[config.mk]
export PLATFORM = sky130hd
export DESIGN_NAME = video_timing_pattern_gen
export DESIGN_NICKNAME = d
export VERILOG_FILES = /design/src/rtl/video_timing_pattern_gen.sv
export SDC_FILE = /design/constraint.sdc
export NUM_CORES = 1
export LEC_CHECK = 0
export CAP_MARGIN = 15
export CORE_ASPECT_RATIO = 0.5
export CORE_MARGIN = 4
export CORE_UTILIZATION = 50
export CTS_BUF_LIST = sky130_fd_sc_hd__clkbuf_2 sky130_fd_sc_hd__clkbuf_4 sky130_fd_sc_hd__clkbuf_8
export CTS_CLUSTER_DIAMETER = 100
export DETAILED_ROUTE_END_ITERATION = 12
export PLACE_DENSITY = 0.75
export SYNTH_ARGS = -nofsm -noshare
export SYNTH_HDL_FRONTEND = slang
export SYNTH_SLANG_ARGS = --single-unit
[constraint.sdc]
create_clock -name clk -period 2.2 [get_ports clk]
set_input_delay 0.55 -clock clk [delete_from_list [all_inputs] [get_ports clk]]
set_output_delay 0.55 -clock clk [all_outputs]
set_load 0.005 [all_outputs]
[src/rtl/video_timing_pattern_gen.sv]
// rtl/video_timing_pattern_gen.sv - programmable raster timing generator with test-pattern fill
//
// Purpose: drives a vs/hs/de + 3x8-bit pixel stream. Raster timing comes from
// 12-bit H/V counters, and the active area carries a selectable test pattern.
// All outputs are registered one clock after the counter state they decode.
//
// Ports:
//   clk          pixel clock
//   rst_n        asynchronous active-low reset
//   en           generator enable; low forces counters to 0 and outputs idle
//   pattern_sel  0 colour bars, 1 horizontal gradient, 2 checkerboard, 3 solid grey
//   vs, hs       vertical / horizontal sync (levels set by VS_POL / HS_POL)
//   de           active-video enable
//   pix_r/g/b    pixel channels (0 when de=0)
//   pix_x/pix_y  active column / line of current pixel (0 when de=0)
//   frame_start  one-cycle pulse on the output cycle of h_cnt=0, v_cnt=0
//
// Build option: define BORDER_OVERLAY_EN to force a one-pixel white border
// around the active area.

module video_timing_pattern_gen #(
  parameter int H_ACTIVE = 1280,
  parameter int H_FP     = 110,
  parameter int H_SYNC   = 40,
  parameter int H_BP     = 220,
  parameter int V_ACTIVE = 720,
  parameter int V_FP     = 5,
  parameter int V_SYNC   = 5,
  parameter int V_BP     = 20,
  parameter bit HS_POL   = 1'b1,
  parameter bit VS_POL   = 1'b1
) (
  input  logic        clk,
  input  logic        rst_n,
  input  logic        en,
  input  logic [1:0]  pattern_sel,
  output logic        vs,
  output logic        hs,
  output logic        de,
  output logic [7:0]  pix_r,
  output logic [7:0]  pix_g,
  output logic [7:0]  pix_b,
  output logic [11:0] pix_x,
  output logic [11:0] pix_y,
  output logic        frame_start
);

  localparam int H_TOTAL = H_SYNC + H_BP + H_ACTIVE + H_FP;
  localparam int V_TOTAL = V_SYNC + V_BP + V_ACTIVE + V_FP;

  // 13-bit bounds so an active region ending exactly at 4096 still compares correctly.
  localparam logic [12:0] H_SYNC_END = 13'(H_SYNC);
  localparam logic [12:0] H_ACT_BEG  = 13'(H_SYNC + H_BP);
  localparam logic [12:0] H_ACT_END  = 13'(H_SYNC + H_BP + H_ACTIVE);
  localparam logic [12:0] V_SYNC_END = 13'(V_SYNC);
  localparam logic [12:0] V_ACT_BEG  = 13'(V_SYNC + V_BP);
  localparam logic [12:0] V_ACT_END  = 13'(V_SYNC + V_BP + V_ACTIVE);
  localparam logic [11:0] H_LAST     = 12'(H_TOTAL - 1);
  localparam logic [11:0] V_LAST     = 12'(V_TOTAL - 1);
  localparam logic [11:0] PX_OFF     = 12'(H_SYNC + H_BP);
  localparam logic [11:0] PY_OFF     = 12'(V_SYNC + V_BP);
  localparam int          BAR_W      = H_ACTIVE / 8;
  localparam logic [11:0] BAR_LAST   = 12'((BAR_W > 0) ? BAR_W - 1 : 0);
`ifdef BORDER_OVERLAY_EN
  localparam logic [11:0] PX_LAST    = 12'(H_ACTIVE - 1);
  localparam logic [11:0] PY_LAST    = 12'(V_ACTIVE - 1);
`endif

  logic [11:0] h_cnt, v_cnt, h_next, v_next;
  logic        h_wrap;
  logic        act;          // counters running; first enabled clock only arms this
  logic        frame_origin;
  logic [1:0]  pat_q, pat_eff;
  logic [11:0] bar_cnt;
  logic [3:0]  bar_idx;      // 8 means past the last bar (remainder columns)
  logic [23:0] bar_rgb;

  logic        h_sync_d, v_sync_d, h_act_d, v_act_d, de_d;
  logic [11:0] px_d, py_d;
  logic [23:0] rgb_d;

  always_comb begin
    h_wrap = (h_cnt == H_LAST);
    h_next = h_wrap ? 12'd0 : h_cnt + 12'd1;
    v_next = v_cnt;
    if (h_wrap) begin
      v_next = (v_cnt == V_LAST) ? 12'd0 : v_cnt + 12'd1;
    end
    frame_origin = (h_cnt == 12'd0) && (v_cnt == 12'd0);
    // The origin pixel itself must already see the newly sampled pattern.
    pat_eff = frame_origin ? pattern_sel : pat_q;
  end

  // Counters, pattern shadow and bar tracker. The bar tracker follows h_cnt so
  // it always describes the pixel the counters currently point at.
  always_ff @(posedge clk or negedge rst_n) begin
    if (!rst_n) begin
      h_cnt   <= 12'd0;
      v_cnt   <= 12'd0;
      act     <= 1'b0;
      pat_q   <= 2'd0;
      bar_cnt <= 12'd0;
      bar_idx <= 4'd0;
    end else if (!en) begin
      h_cnt   <= 12'd0;
      v_cnt   <= 12'd0;
      act     <= 1'b0;
      bar_cnt <= 12'd0;
      bar_idx <= 4'd0;
    end else begin
      act <= 1'b1;
      if (act) begin
        h_cnt <= h_next;
        v_cnt <= v_next;
        if (frame_origin) begin
          pat_q <= pattern_sel;
        end
        if ({1'b0, h_next} == H_ACT_BEG) begin
          bar_cnt <= 12'd0;
          bar_idx <= 4'd0;
        end else if (bar_cnt == BAR_LAST) begin
          bar_cnt <= 12'd0;
          if (bar_idx != 4'd8) begin
            bar_idx <= bar_idx + 4'd1;
          end
        end else begin
          bar_cnt <= bar_cnt + 12'd1;
        end
      end
    end
  end

  always_comb begin
    case (bar_idx)
      4'd0:    bar_rgb = 24'hFFFFFF;
      4'd1:    bar_rgb = 24'hFFFF00;
      4'd2:    bar_rgb = 24'h00FFFF;
      4'd3:    bar_rgb = 24'h00FF00;
      4'd4:    bar_rgb = 24'hFF00FF;
      4'd5:    bar_rgb = 24'hFF0000;
      4'd6:    bar_rgb = 24'h0000FF;
      default: bar_rgb = 24'h000000;
    endcase
  end

  always_comb begin
    h_sync_d = ({1'b0, h_cnt} < H_SYNC_END);
    v_sync_d = ({1'b0, v_cnt} < V_SYNC_END);
    h_act_d  = ({1'b0, h_cnt} >= H_ACT_BEG) && ({1'b0, h_cnt} < H_ACT_END);
    v_act_d  = ({1'b0, v_cnt} >= V_ACT_BEG) && ({1'b0, v_cnt} < V_ACT_END);
    de_d     = h_act_d && v_act_d;
    px_d     = h_cnt - PX_OFF;
    py_d     = v_cnt - PY_OFF;
    rgb_d    = 24'h000000;
    if (de_d) begin
      case (pat_eff)
        2'd0:    rgb_d = bar_rgb;
        2'd1:    rgb_d = {px_d[7:0], px_d[7:0], px_d[7:0]};
        2'd2:    rgb_d = (px_d[4] ^ py_d[4]) ? 24'hFFFFFF : 24'h000000;
        default: rgb_d = 24'h808080;
      endcase
`ifdef BORDER_OVERLAY_EN
      if ((px_d == 12'd0) || (px_d == PX_LAST) || (py_d == 12'd0) || (py_d == PY_LAST)) begin
        rgb_d = 24'hFFFFFF;
      end
`endif
    end
  end

  // Output stage: idle values while disabled or on the arming clock after enable.
  always_ff @(posedge clk or negedge rst_n) begin
    if (!rst_n) begin
      vs          <= ~VS_POL;
      hs          <= ~HS_POL;
      de          <= 1'b0;
      frame_start <= 1'b0;
      pix_r       <= 8'd0;
      pix_g       <= 8'd0;
      pix_b       <= 8'd0;
      pix_x       <= 12'd0;
      pix_y       <= 12'd0;
    end else if (!en || !act) begin
      vs          <= ~VS_POL;
      hs          <= ~HS_POL;
      de          <= 1'b0;
      frame_start <= 1'b0;
      pix_r       <= 8'd0;
      pix_g       <= 8'd0;
      pix_b       <= 8'd0;
      pix_x       <= 12'd0;
      pix_y       <= 12'd0;
    end else begin
      vs          <= v_sync_d ? VS_POL : ~VS_POL;
      hs          <= h_sync_d ? HS_POL : ~HS_POL;
      de          <= de_d;
      frame_start <= frame_origin;
      pix_r       <= rgb_d[23:16];
      pix_g       <= rgb_d[15:8];
      pix_b       <= rgb_d[7:0];
      pix_x       <= de_d ? px_d : 12'd0;
      pix_y       <= de_d ? py_d : 12'd0;
    end
  end

endmodule

==> Word level (Yosys, flattened, before mapping) <==
Index checks and enable logic that the tools add are counted.
{ "classes": {"bitwise": 1, "reduce_logical": 14, "order_cmp": 6, "n_eq_ne": 17, "mux": 35, "addsub": 6} }
{ "ops": {"columns": ["op", "n"], "rows": [
  ["12-bit two-way mux", 15],
  ["24-bit case mux with 7 select lines", 1],
  ["24-bit case mux with 3 select lines", 1],
  ["24-bit two-way mux", 2],
  ["12-bit by 1-bit adder with 12-bit output (second input constant)", 3],
  ["12-bit logical NOT", 2],
  ["8-bit two-way mux", 3],
  ["4-bit two-way mux", 5],
  ["12-bit by 10-bit equality test with 1-bit output (second input constant)", 1],
  ["12-bit by 11-bit equality test with 1-bit output (second input constant)", 1],
  ["12-bit by 8-bit equality test with 1-bit output (second input constant)", 1],
  ["12-bit by 9-bit equality test with 1-bit output (second input constant)", 1],
  ["4-bit by 3-bit equality test with 1-bit output (second input constant)", 3],
  ["12-bit by 5-bit greater-or-equal comparator with 1-bit output (second input constant)", 1],
  ["12-bit by 9-bit greater-or-equal comparator with 1-bit output (second input constant)", 1],
  ["12-bit by 10-bit < comparator with 1-bit output (second input constant)", 1],
  ["12-bit by 11-bit < comparator with 1-bit output (second input constant)", 1],
  ["12-bit by 3-bit < comparator with 1-bit output (second input constant)", 1],
  ["12-bit by 6-bit < comparator with 1-bit output (second input constant)", 1],
  ["12-bit by 5-bit subtractor with 12-bit output (second input constant)", 1],
  ["12-bit by 9-bit subtractor with 12-bit output (second input constant)", 1],
  ["4-bit by 2-bit equality test with 1-bit output (second input constant)", 2],
  ["1-bit two-way mux", 7],
  ["3-bit by 1-bit inequality test with 1-bit output (second input constant)", 2],
  ["other kinds (15)", 21]
]} }
{ "word_totals": {"elab_cells": 94, "in_bits": 5, "register_bits": 95} }

==> Longest topological paths before layout <==
Gate-level depths: netlist of the first run.
{ "logic_depth": {"ltp_word": 7, "ltp_mapped": 10, "mapped_depth_nobuf": 8} }

==> Worst setup path before layout of the first run <==
Ideal clock, no wire load.
{ "synth_path": {"path_type": "reg2reg", "startpoint": "register h_cnt[0]", "endpoint": "register bar_cnt[11]", "setup_time_ps": 137, "setup_slack_ps": -170, "stages_incl_launch_ff": 8, "t_required_ps": 2063, "t_arrival_ps": 2234, "path_cell_list": "dfrtp_1 > ha_1 > nand4_1 > or3b_1 > a2111oi_2 > nand3_2 > o211ai_4 > a21oi_1"} }
{ "synth_between": {"elab_chain_cells": 6, "word_cells_on_any_way": 7, "classes_between": "1 x add/sub; 2 x eq/ne; 4 x mux"} }
{ "synth_lines": {"columns": ["item", "line", "source"], "rows": [
  ["from (decl)", "69", "logic [11:0] h_cnt, v_cnt, h_next, v_next;"],
  ["from (signal assigned)", "113", "h_cnt <= h_next;"],
  ["12-bit by 1-bit adder with 12-bit output / 12-bit by 11-bit equality test with 1-bit output (equally long branches)", "84, 83", null],
  ["12-bit two-way mux *", "84", "h_next = h_wrap ? 12'd0 : h_cnt + 12'd1;"],
  ["12-bit by 9-bit equality test with 1-bit output *", "118", "if ({1'b0, h_next} == H_ACT_BEG) begin"],
  ["12-bit two-way mux *", "118", null],
  ["12-bit two-way mux *", "112", "if (act) begin"],
  ["12-bit two-way mux *", "104", "end else if (!en) begin"],
  ["to (signal assigned)", "127", "bar_cnt <= bar_cnt + 12'd1;"],
  ["to (decl)", "74", "logic [11:0] bar_cnt;"]
]} }
Every way passes the cells marked *; elsewhere a longest branch is shown, timed or not. The select of a mux whose other input is x is not followed.
A chain may end at the register's enable or synchronous reset.

==> Final worst setup path of the first run <==
{ "layout_path": {"startpoint": "register h_cnt[0]", "endpoint": "register bar_cnt[5]"} }
Same word-level chain as after synthesis.

==> impl_table.tex, run 1 <==
\begin{tabular}{lr}
\hline
Metric & Value \\
\hline
\multicolumn{2}{l}{\textbf{Clocking}} \\
Number of buffers created by CTS & 9 \\
CTS tree & yes \\
Clock latency at the later pin of the worst-skew pair & $\sim$0.38 ns \\
Count of clock tree sinks & 95 \\
Clock Root Buffer & sky130\_fd\_sc\_hd\_\_clkbuf\_8 \\
Maximum clock insertion buffer count & 2 \\
Clock-pin slew reported for the worst setup and hold paths after clock tree synthesis & around 0.11 ns \\
Depth of the CTS H-tree & 3 \\
Hold-fix buffers at CTS & 0 \\
\multicolumn{2}{l}{\textbf{Die}} \\
Horiz. Die Dim & $\sim$150 um \\
Number of cell rows & 25 \\
Effective utilization at floorplan & 0.527 \\
Boundary Pins & 57 \\
Die area & 12000 sq um \\
Height of the die & 79.3 um \\
Core area & between 9000 and 10000 sq um \\
\multicolumn{2}{l}{\textbf{Placed design}} \\
Pre-CTS worst setup slack & -0.532 ns \\
Total placed instance area & between 6000 and 7000 sq um \\
Routability Congestion & $\sim$0.89 \\
Post-DP HPWL & between 9 and 10 mm \\
Number of port buffers & 56 \\
Placed Instances & 780 \\
\multicolumn{2}{l}{\textbf{Finish}} \\
Fin cells & around 830 \\
Filler instances & slightly above 600 \\
Count of inserted antenna diode cells & 0 \\
Most frequent standard cell in the layout excluding fill and tap cells & sky130\_fd\_sc\_hd\_\_buf\_4 \\
Commonest cells after routing, fill and taps aside & sky130\_fd\_sc\_hd\_\_buf\_4 (101), sky130\_fd\_sc\_hd\_\_dfrtp\_1 (93), sky130\_fd\_sc\_hd\_\_clkdlybuf4s50\_1 (54) \\
Non-Filler Cell Area, Final & around 7300 sq um \\
Final layout net count & between 700 and 800 \\
Layout area overhead & 43.4\% \\
Share of final-layout standard cells stronger than drive strength 1 & 0.313 \\
\multicolumn{2}{l}{\textbf{Power and ir drop}} \\
Internal power summed over all cells & about 0.0025 W \\
Comb power frac & 0.191 \\
Power density normalized to cell area & between 500 and 600 nW/um\^{}2 \\
Worst vdd rail ir drop & 0.000320 V \\
Fraction of power consumed by the clock network & 0.316 \\
Static power due to leakage & 3.25 nW \\
Switching part of the total power & 0.318 \\
Power share of the sequential group & 0.493 \\
Switch Pwr & between 0.001 and 0.0015 W \\
\multicolumn{2}{l}{\textbf{Worst hold path}} \\
Worst Hold Class & in2async \\
\multicolumn{2}{l}{\textbf{Yosys}} \\
Synthesized area per cell & 9.55 sq um \\
Synthesis-stage register bit count & 95 \\
Synth unique cells & 66 \\
Synth area leaders & sky130\_fd\_sc\_hd\_\_dfrtp\_1 (47\%), sky130\_fd\_sc\_hd\_\_a21oi\_1 (3.9\%), sky130\_fd\_sc\_hd\_\_ha\_1 (3.9\%) \\
Share of synthesized area occupied by flip-flops and latches & 0.467 \\
Post-synthesis cell type with the largest combined area & sky130\_fd\_sc\_hd\_\_dfrtp\_1 \\
Netlist area before placement & 5090 sq um \\
Syn\_nets & roughly 550 \\
Cell count after synthesis & $\sim$530 \\
Fraction of post-synthesis cell area in the top cell type by area & 0.467 \\
Async set-reset flop share out of synthesis & 1.00 \\
Synth Flop Type & sky130\_fd\_sc\_hd\_\_dfrtp\_1 \\
Number of enable-type register cells in the synthesized netlist & 0 \\
Yosys Warn Count & 0 \\
\multicolumn{2}{l}{\textbf{Timing}} \\
Final worst path period need & between 2 and 2.5 ns \\
WHS & between 0.1 and 0.15 ns \\
Share of the clock period used by the worst path & 1.08 \\
Layout Skew & approximately 0.0081 ns \\
FMAX & 0.420 GHz \\
Slew Limit Fails & 0 \\
Total negative setup slack & -4.51 ns \\
Final critical-path setup slack & -0.179 ns \\
Final hold violations & 0 \\
Setup repair after global routing missed its margin & yes \\
Slew margin rel. & 0.664 \\
Slew @ Worst Pin & 0.503 ns \\
Setup violation total in the final timing report & between 40 and 50 \\
\multicolumn{2}{l}{\textbf{Drt}} \\
Residual antenna-violating net count after detailed routing & 0 \\
WL/cell & between 15 and 20 um \\
DRC violations left & 0 \\
Initial DRC Count & 470 \\
Via density per instance & a little under 6 \\
Overall via count from detail\_route & slightly below 5000 \\
Pre-antenna DRT Iters & 5 \\
Drt total wl & $\sim$16 mm \\
\multicolumn{2}{l}{\textbf{Outcome}} \\
Violated checks & setup timing \\
Outcome & complete, but fails checks \\
\multicolumn{2}{l}{\textbf{Setup path}} \\
CP required & approximately 2.5 ns \\
Worst path arrival time & roughly 2.6 ns \\
Crit-path max cell delay & $\sim$0.48 ns \\
CP Max Fanout & 6 \\
Critical path start-end classification & reg2reg \\
Crit end category & flip-flop \\
Master of the slowest instance on the critical path & sky130\_fd\_sc\_hd\_\_dfrtp\_2 \\
Setup crit start kind & flip-flop \\
Crit path cell chain & ha\_4, nand4\_1, or3b\_4, a2111oi\_4, nand3\_4, o211ai\_4, a21oi\_2 \\
\multicolumn{2}{l}{\textbf{Global routing}} \\
Overall global routing resource usage & 0.253 \\
First-pass GRT wire length & 23.8 mm \\
Antenna violations before repair & 0 \\
Maximum number of pins on one net before global-route repair & 33 \\
Total gr overflow & 0 \\
Number of global-route vias before repair & about 4600 \\
\multicolumn{2}{l}{\textbf{Flow run}} \\
Max Cap Viol & 0 \\
\hline
\end{tabular}
[per-stage QoR]
stage | utilization | power, W
finish | 0.755 | 0.00368
global route | 0.755 | 0.00381
CTS | 0.724 | 0.00358
detailed placement | 0.662 | 0.00233
global placement | 0.662 | 0.00231
floorplan | - | 0.00210
[worst max-delay path, delay by kind of cell, from the launching register on]
kind            cells  cell delay, ns
compound gates      3            0.84
fa+ha+maj           1            0.18
flops               1            0.48
simple gates        3            0.75
[registers in the layout, summed over array words and instances (netlist names)]
signal,cells
pix_x,12
hs,1
act,1
h_cnt,12
bar_cnt,12
pix_g,8
pat_q,2
v_cnt,12
pix_b,8
pix_r,8
bar_idx,4
frame_start,1
pix_y,12
de,1
vs,1
[power by group through the flow]
stage,Combinational [W],Clock (W),Sequential (W)
global placement,0.000473,0,0.00184
detailed placement,0.000488,0,0.00184
CTS,0.000595,0.00117,0.00181
floorplan,0.000261,0,0.00184
global route,0.000747,0.00124,0.00182
finish,0.000703,0.00116,0.00182
[per-layer routing]
layer	vias up	track usage	wire (um)
li1	2184	-	-
met3	30	0.0490	1040
met5	-	0	0
met2	240	0.421	7640
met1	2406	0.342	6580
met4	0	0.0705	271
[repair_timing]
action / 4_1_cts / 5_1_grt
resized for setup: 60 / 51
buffers inserted: 13 / 11
gates cloned: 3 / 2
pin swaps: 35 / 21
setup endpoints to repair: 74 / 72
[logic make-up (layout without fill, tap and decap cells)]
family | after synthesis | in the layout | synth area share
fa+ha+maj | 16 | 16 | 0.0393
buf+inv | 49 | 204 | 0.0413
compound gates | 122 | 123 | 0.155
flops | 95 | 95 | 0.467
simple gates | 215 | 216 | 0.231
mux | 4 | 4 | 0.00836
xor+xnor | 32 | 32 | 0.0578
[area by class of cell]
class                           count  area [sq um]  area share
Inverter                           16          65.1     0.00891
Tap cell                          135           169      0.0231
Clock buffer                        9           124      0.0170
Multi-Input combinational cell    391          2960       0.406
Clock inverter                      7          77.6      0.0106
Sequential cell                    95          2380       0.326
Timing Repair Buffer              172          1520       0.208
[synth_stat cells, types with 2 or more instances]
master                     count
sky130_fd_sc_hd__and4_1        5
sky130_fd_sc_hd__nor4_1        3
sky130_fd_sc_hd__inv_1        15
sky130_fd_sc_hd__xnor2_1      16
sky130_fd_sc_hd__mux2i_1       2
sky130_fd_sc_hd__a21o_1        3
sky130_fd_sc_hd__buf_1         2
sky130_fd_sc_hd__a211oi_1      2
sky130_fd_sc_hd__a21oi_2       2
sky130_fd_sc_hd__nand4_1      10
sky130_fd_sc_hd__nand3_1      20
sky130_fd_sc_hd__nor4b_1       3
sky130_fd_sc_hd__buf_2        15
sky130_fd_sc_hd__nor2b_1      13
sky130_fd_sc_hd__nor3b_1       4
sky130_fd_sc_hd__nand2_1      40
sky130_fd_sc_hd__and3b_1       2
sky130_fd_sc_hd__and4b_1       4
sky130_fd_sc_hd__dfrtp_1      95
sky130_fd_sc_hd__a211oi_2      2
sky130_fd_sc_hd__clkbuf_1     15
sky130_fd_sc_hd__or3_1         4
sky130_fd_sc_hd__o21ai_1       6
sky130_fd_sc_hd__nand4b_1      4
sky130_fd_sc_hd__mux2_2        2
sky130_fd_sc_hd__a21boi_0      5
sky130_fd_sc_hd__nor3_1        9
sky130_fd_sc_hd__o21ai_0      24
sky130_fd_sc_hd__a31oi_1       7
sky130_fd_sc_hd__nand2b_1     13
sky130_fd_sc_hd__and3_1       10
sky130_fd_sc_hd__o31ai_1       7
sky130_fd_sc_hd__nor2_1       53
sky130_fd_sc_hd__a21oi_1      40
sky130_fd_sc_hd__xor2_1       15
sky130_fd_sc_hd__ha_1         16
sky130_fd_sc_hd__o22ai_1       4
sky130_fd_sc_hd__and2_1        7
sky130_fd_sc_hd__o211ai_1      7
[final timing paths]
kind | startpoint | end | slack (ns) | cells past startpoint
max in group asynchronous | rst_n | act$_DFF_PN0_ | 1.55 | 2
hold reg to reg | bar_cnt[1]$_DFFE_PN0P_ | bar_cnt[1]$_DFFE_PN0P_ | 0.53 | 2
hold / removal | rst_n | v_cnt[9]$_DFFE_PN0P_ | 0.12 | 1
setup reg to reg | h_cnt[0]$_DFFE_PN0P_ | bar_cnt[5]$_DFFE_PN0P_ | -0.18 | 7
setup / recovery | h_cnt[0]$_DFFE_PN0P_ | bar_cnt[5]$_DFFE_PN0P_ | -0.18 | 7
min in group clk | bar_cnt[1]$_DFFE_PN0P_ | bar_cnt[1]$_DFFE_PN0P_ | 0.53 | 2
(Power assumes the default switching activity.)
==> run 2, diff against run 1 <==
Settings changed: CORE_UTILIZATION 50 to 35, PLACE_DENSITY 0.75 to 0.56.
==> impl_table.tex, run 2 (synthesis results as in run 1) <==
\begin{tabular}{lr}
\hline
Metric & Value \\
\hline
\multicolumn{2}{l}{\textbf{Outcome}} \\
Outcome & complete, but fails checks \\
Violated checks & setup timing \\
\multicolumn{2}{l}{\textbf{Die}} \\
Core area & 13900 sq um (+44\%) \\
Effective utilization at floorplan & 0.366 (-0.160) \\
Horiz. Die Dim & 179 um (+18\%) \\
Die area & 16700 sq um (+39\%) \\
Height of the die & 93.3 um (+18\%) \\
Number of cell rows & 30 (+20\%) \\
Boundary Pins & 57 (unchanged) \\
\multicolumn{2}{l}{\textbf{Setup path}} \\
Setup crit start kind & flip-flop \\
Master of the slowest instance on the critical path & sky130\_fd\_sc\_hd\_\_dfrtp\_2 \\
CP required & 2.45 ns (about the same) \\
Cell occurring most often along the worst timing path & sky130\_fd\_sc\_hd\_\_nand4\_1 \\
Gate family responsible for the most delay along the worst path & compound AO/OA/AOI/OAI gates \\
Crit end category & flip-flop \\
Critical path start-end classification & reg2reg \\
CP Max Fanout & 4 (-2) \\
Number of buffer and inverter stages on the critical path & 2 (+2) \\
Crit-path max cell delay & 0.42 ns (-0.06 ns) \\
Crit path cell chain & buf\_6, ha\_4, nand4\_1, or3b\_4, a2111oi\_4, buf\_4, nand4\_1, o311ai\_1, o21ai\_1 \\
Worst path arrival time & 2.64 ns (about the same) \\
\multicolumn{2}{l}{\textbf{Timing}} \\
Setup repair after global routing missed its margin & yes \\
Total negative setup slack & -8.64 ns (-4.14 ns) \\
Final critical-path setup slack & -0.196 ns (-0.0173 ns) \\
Final hold violations & 0 (unchanged) \\
Layout Skew & 0.0138 ns (+0.00567 ns) \\
FMAX & 0.417 GHz (-0.72\%) \\
Slew Limit Fails & 0 (unchanged) \\
Slew margin rel. & 0.662 (-0.00200) \\
WHS & 0.151 ns (+0.0357 ns) \\
Setup violation total in the final timing report & 68 (+62\%) \\
Slew @ Worst Pin & 0.502 ns (-0.000796 ns) \\
Final worst path period need & 2.40 ns (+0.0173 ns) \\
Share of the clock period used by the worst path & 1.09 (+0.00785) \\
\multicolumn{2}{l}{\textbf{Placed design}} \\
Routability Congestion & 0.840 (-5.5\%) \\
Number of port buffers & 56 (unchanged) \\
Post-DP HPWL & 9.80 mm (+2.3\%) \\
Placed Instances & 839 (+7.6\%) \\
\multicolumn{2}{l}{\textbf{Finish}} \\
Multi-input gate area & 3030 sq um (+2.3\%) \\
Commonest cells after routing, fill and taps aside & sky130\_fd\_sc\_hd\_\_buf\_4 (103), sky130\_fd\_sc\_hd\_\_dfrtp\_1 (94), sky130\_fd\_sc\_hd\_\_clkdlybuf4s50\_1 (54) \\
Seq. cell area & 2380 sq um (about the same) \\
Final layout net count & 711 (+0.71\%) \\
Layout area overhead & 48.3\% \\
Share of final-layout standard cells stronger than drive strength 1 & 0.335 (+0.0222) \\
Fin cells & 887 (+7.5\%) \\
Count of inserted antenna diode cells & 0 (unchanged) \\
Most frequent standard cell in the layout excluding fill and tap cells & sky130\_fd\_sc\_hd\_\_buf\_4 \\
Filler instances & 1239 (+100\%) \\
\multicolumn{2}{l}{\textbf{Clocking}} \\
Maximum clock insertion buffer count & 2 (unchanged) \\
Clock-pin slew reported for the worst setup and hold paths after clock tree synthesis & 0.11 ns (about the same) \\
Hold-fix buffers at CTS & 0 (unchanged) \\
Clock Root Buffer & sky130\_fd\_sc\_hd\_\_clkbuf\_8 \\
Depth of the CTS H-tree & 3 (unchanged) \\
Number of buffers created by CTS & 9 (unchanged) \\
Count of clock tree sinks & 95 (unchanged) \\
Clock latency at the later pin of the worst-skew pair & 0.38 ns (about the same) \\
CTS tree & yes \\
\multicolumn{2}{l}{\textbf{Drt}} \\
Pre-antenna DRT Iters & 4 (-1) \\
Drt total wl & 15.1 mm (-2.6\%) \\
WL/cell & 17.0 um (-9.4\%) \\
Residual antenna-violating net count after detailed routing & 0 (unchanged) \\
Initial DRC Count & 382 (-19\%) \\
DRC violations left & 0 (unchanged) \\
Via density per instance & 5.25 (-11\%) \\
Overall via count from detail\_route & 4654 (-4.2\%) \\
\multicolumn{2}{l}{\textbf{Power and ir drop}} \\
Power consumption & 0.00375 W (+1.8\%) \\
Static power due to leakage & 3.32 nW (+2.3\%) \\
Power density normalized to cell area & 497 nW/um\^{}2 (-1.5\%) \\
Worst vdd rail ir drop & 0.000271 V (-15\%) \\
\multicolumn{2}{l}{\textbf{Global routing}} \\
Overall global routing resource usage & 0.175 (-0.0780) \\
Antenna violations before repair & 0 (unchanged) \\
Total gr overflow & 0 (unchanged) \\
First-pass GRT wire length & 23.3 mm (-2.0\%) \\
Maximum number of pins on one net before global-route repair & 65 (+97\%) \\
Number of global-route vias before repair & 4577 (-0.61\%) \\
\multicolumn{2}{l}{\textbf{Flow run}} \\
Max Cap Viol & 0 (unchanged) \\
\multicolumn{2}{l}{\textbf{Worst hold path}} \\
Worst Hold Class & in2async \\
\hline
\end{tabular}
run 2: cell types whose count changed in the layout (fill, tap and decap cells not counted), sizes merged:
| cell | change |
|---|---|
| buf | +2 |
| bufinv | +1 |
| clkbuf | +4 |
| clkinv | -1 |
| clkinvlp | -1 |
run 2: final timing paths:
check,cells after the start,end,slack [ns],startpoint
max,9,bar_cnt[10]$_DFFE_PN0P_,-0.20,h_cnt[0]$_DFFE_PN0P_
min,2,h_cnt[8]$_DFFE_PN0P_,0.15,rst_n
max reg2reg,9,bar_cnt[10]$_DFFE_PN0P_,-0.20,h_cnt[0]$_DFFE_PN0P_
min reg2reg,2,bar_cnt[1]$_DFFE_PN0P_,0.53,bar_cnt[1]$_DFFE_PN0P_
max in group asynchronous,2,h_cnt[1]$_DFFE_PN0P_,1.66,rst_n
min in group clk,2,bar_cnt[1]$_DFFE_PN0P_,0.53,bar_cnt[1]$_DFFE_PN0P_
run 2: power by group:
group / switching [W] / internal, W
registers: 0.0000354 / 0.00177
clock network: 0.000690 / 0.000574
logic: 0.000406 / 0.000270
total: 0.00113 / 0.00262
run 2: area by class of cell:
type                    instances  share of cell area
multi-input cells             391               0.401
flip-flops and latches         95               0.315
repair buffers                177               0.215
well taps                     192              0.0318
clock buffers                  10              0.0182
clock inverters                 6             0.00961
inverters                      16             0.00862
run 2: worst reg2reg max path, stage by stage, from the launching register on:
cell	delay (ns)
sky130_fd_sc_hd__dfrtp_2	0.42
sky130_fd_sc_hd__buf_6	0.12
sky130_fd_sc_hd__ha_4	0.14
sky130_fd_sc_hd__nand4_1	0.13
sky130_fd_sc_hd__or3b_4	0.41
sky130_fd_sc_hd__a2111oi_4	0.38
sky130_fd_sc_hd__buf_4	0.17
sky130_fd_sc_hd__nand4_1	0.12
sky130_fd_sc_hd__o311ai_1	0.25
sky130_fd_sc_hd__o21ai_1	0.11
run 2: layer usage:
metal | global-route usage | vias up | routed length (um)
li1 | - | 2201 | -
met2 | 0.268 | 113 | 7050
met1 | 0.257 | 2327 | 7210
met5 | 0 | - | 0
met3 | 0.0339 | 13 | 725
met4 | 0.0434 | 0 | 140
run 2: per-stage QoR:
stage	instance area [sq um]	setup slack (ns)	utilization
after floorplan	5120	-0.0666	-
after global placement	6470	-0.423	0.466
after detailed placement	6470	-0.539	0.466
after CTS	6980	-0.173	0.503
after global routing	7550	-0.308	0.544
final	7550	-0.196	0.544
run 2: timing repair:
action | 4_1_cts | 5_1_grt
gates cloned | 3 | 6
gates resized for setup | 43 | 95
endpoints found under the setup margin | 75 | 77
buffers inserted | 13 | 11
pin swaps | 24 | 32
==> run 3, diff against run 2 <==
Settings changed: CAP_MARGIN 15 to 20.
==> results of run 3 <==
No change in the layout: final DEF, timing and power equal those of run 2.
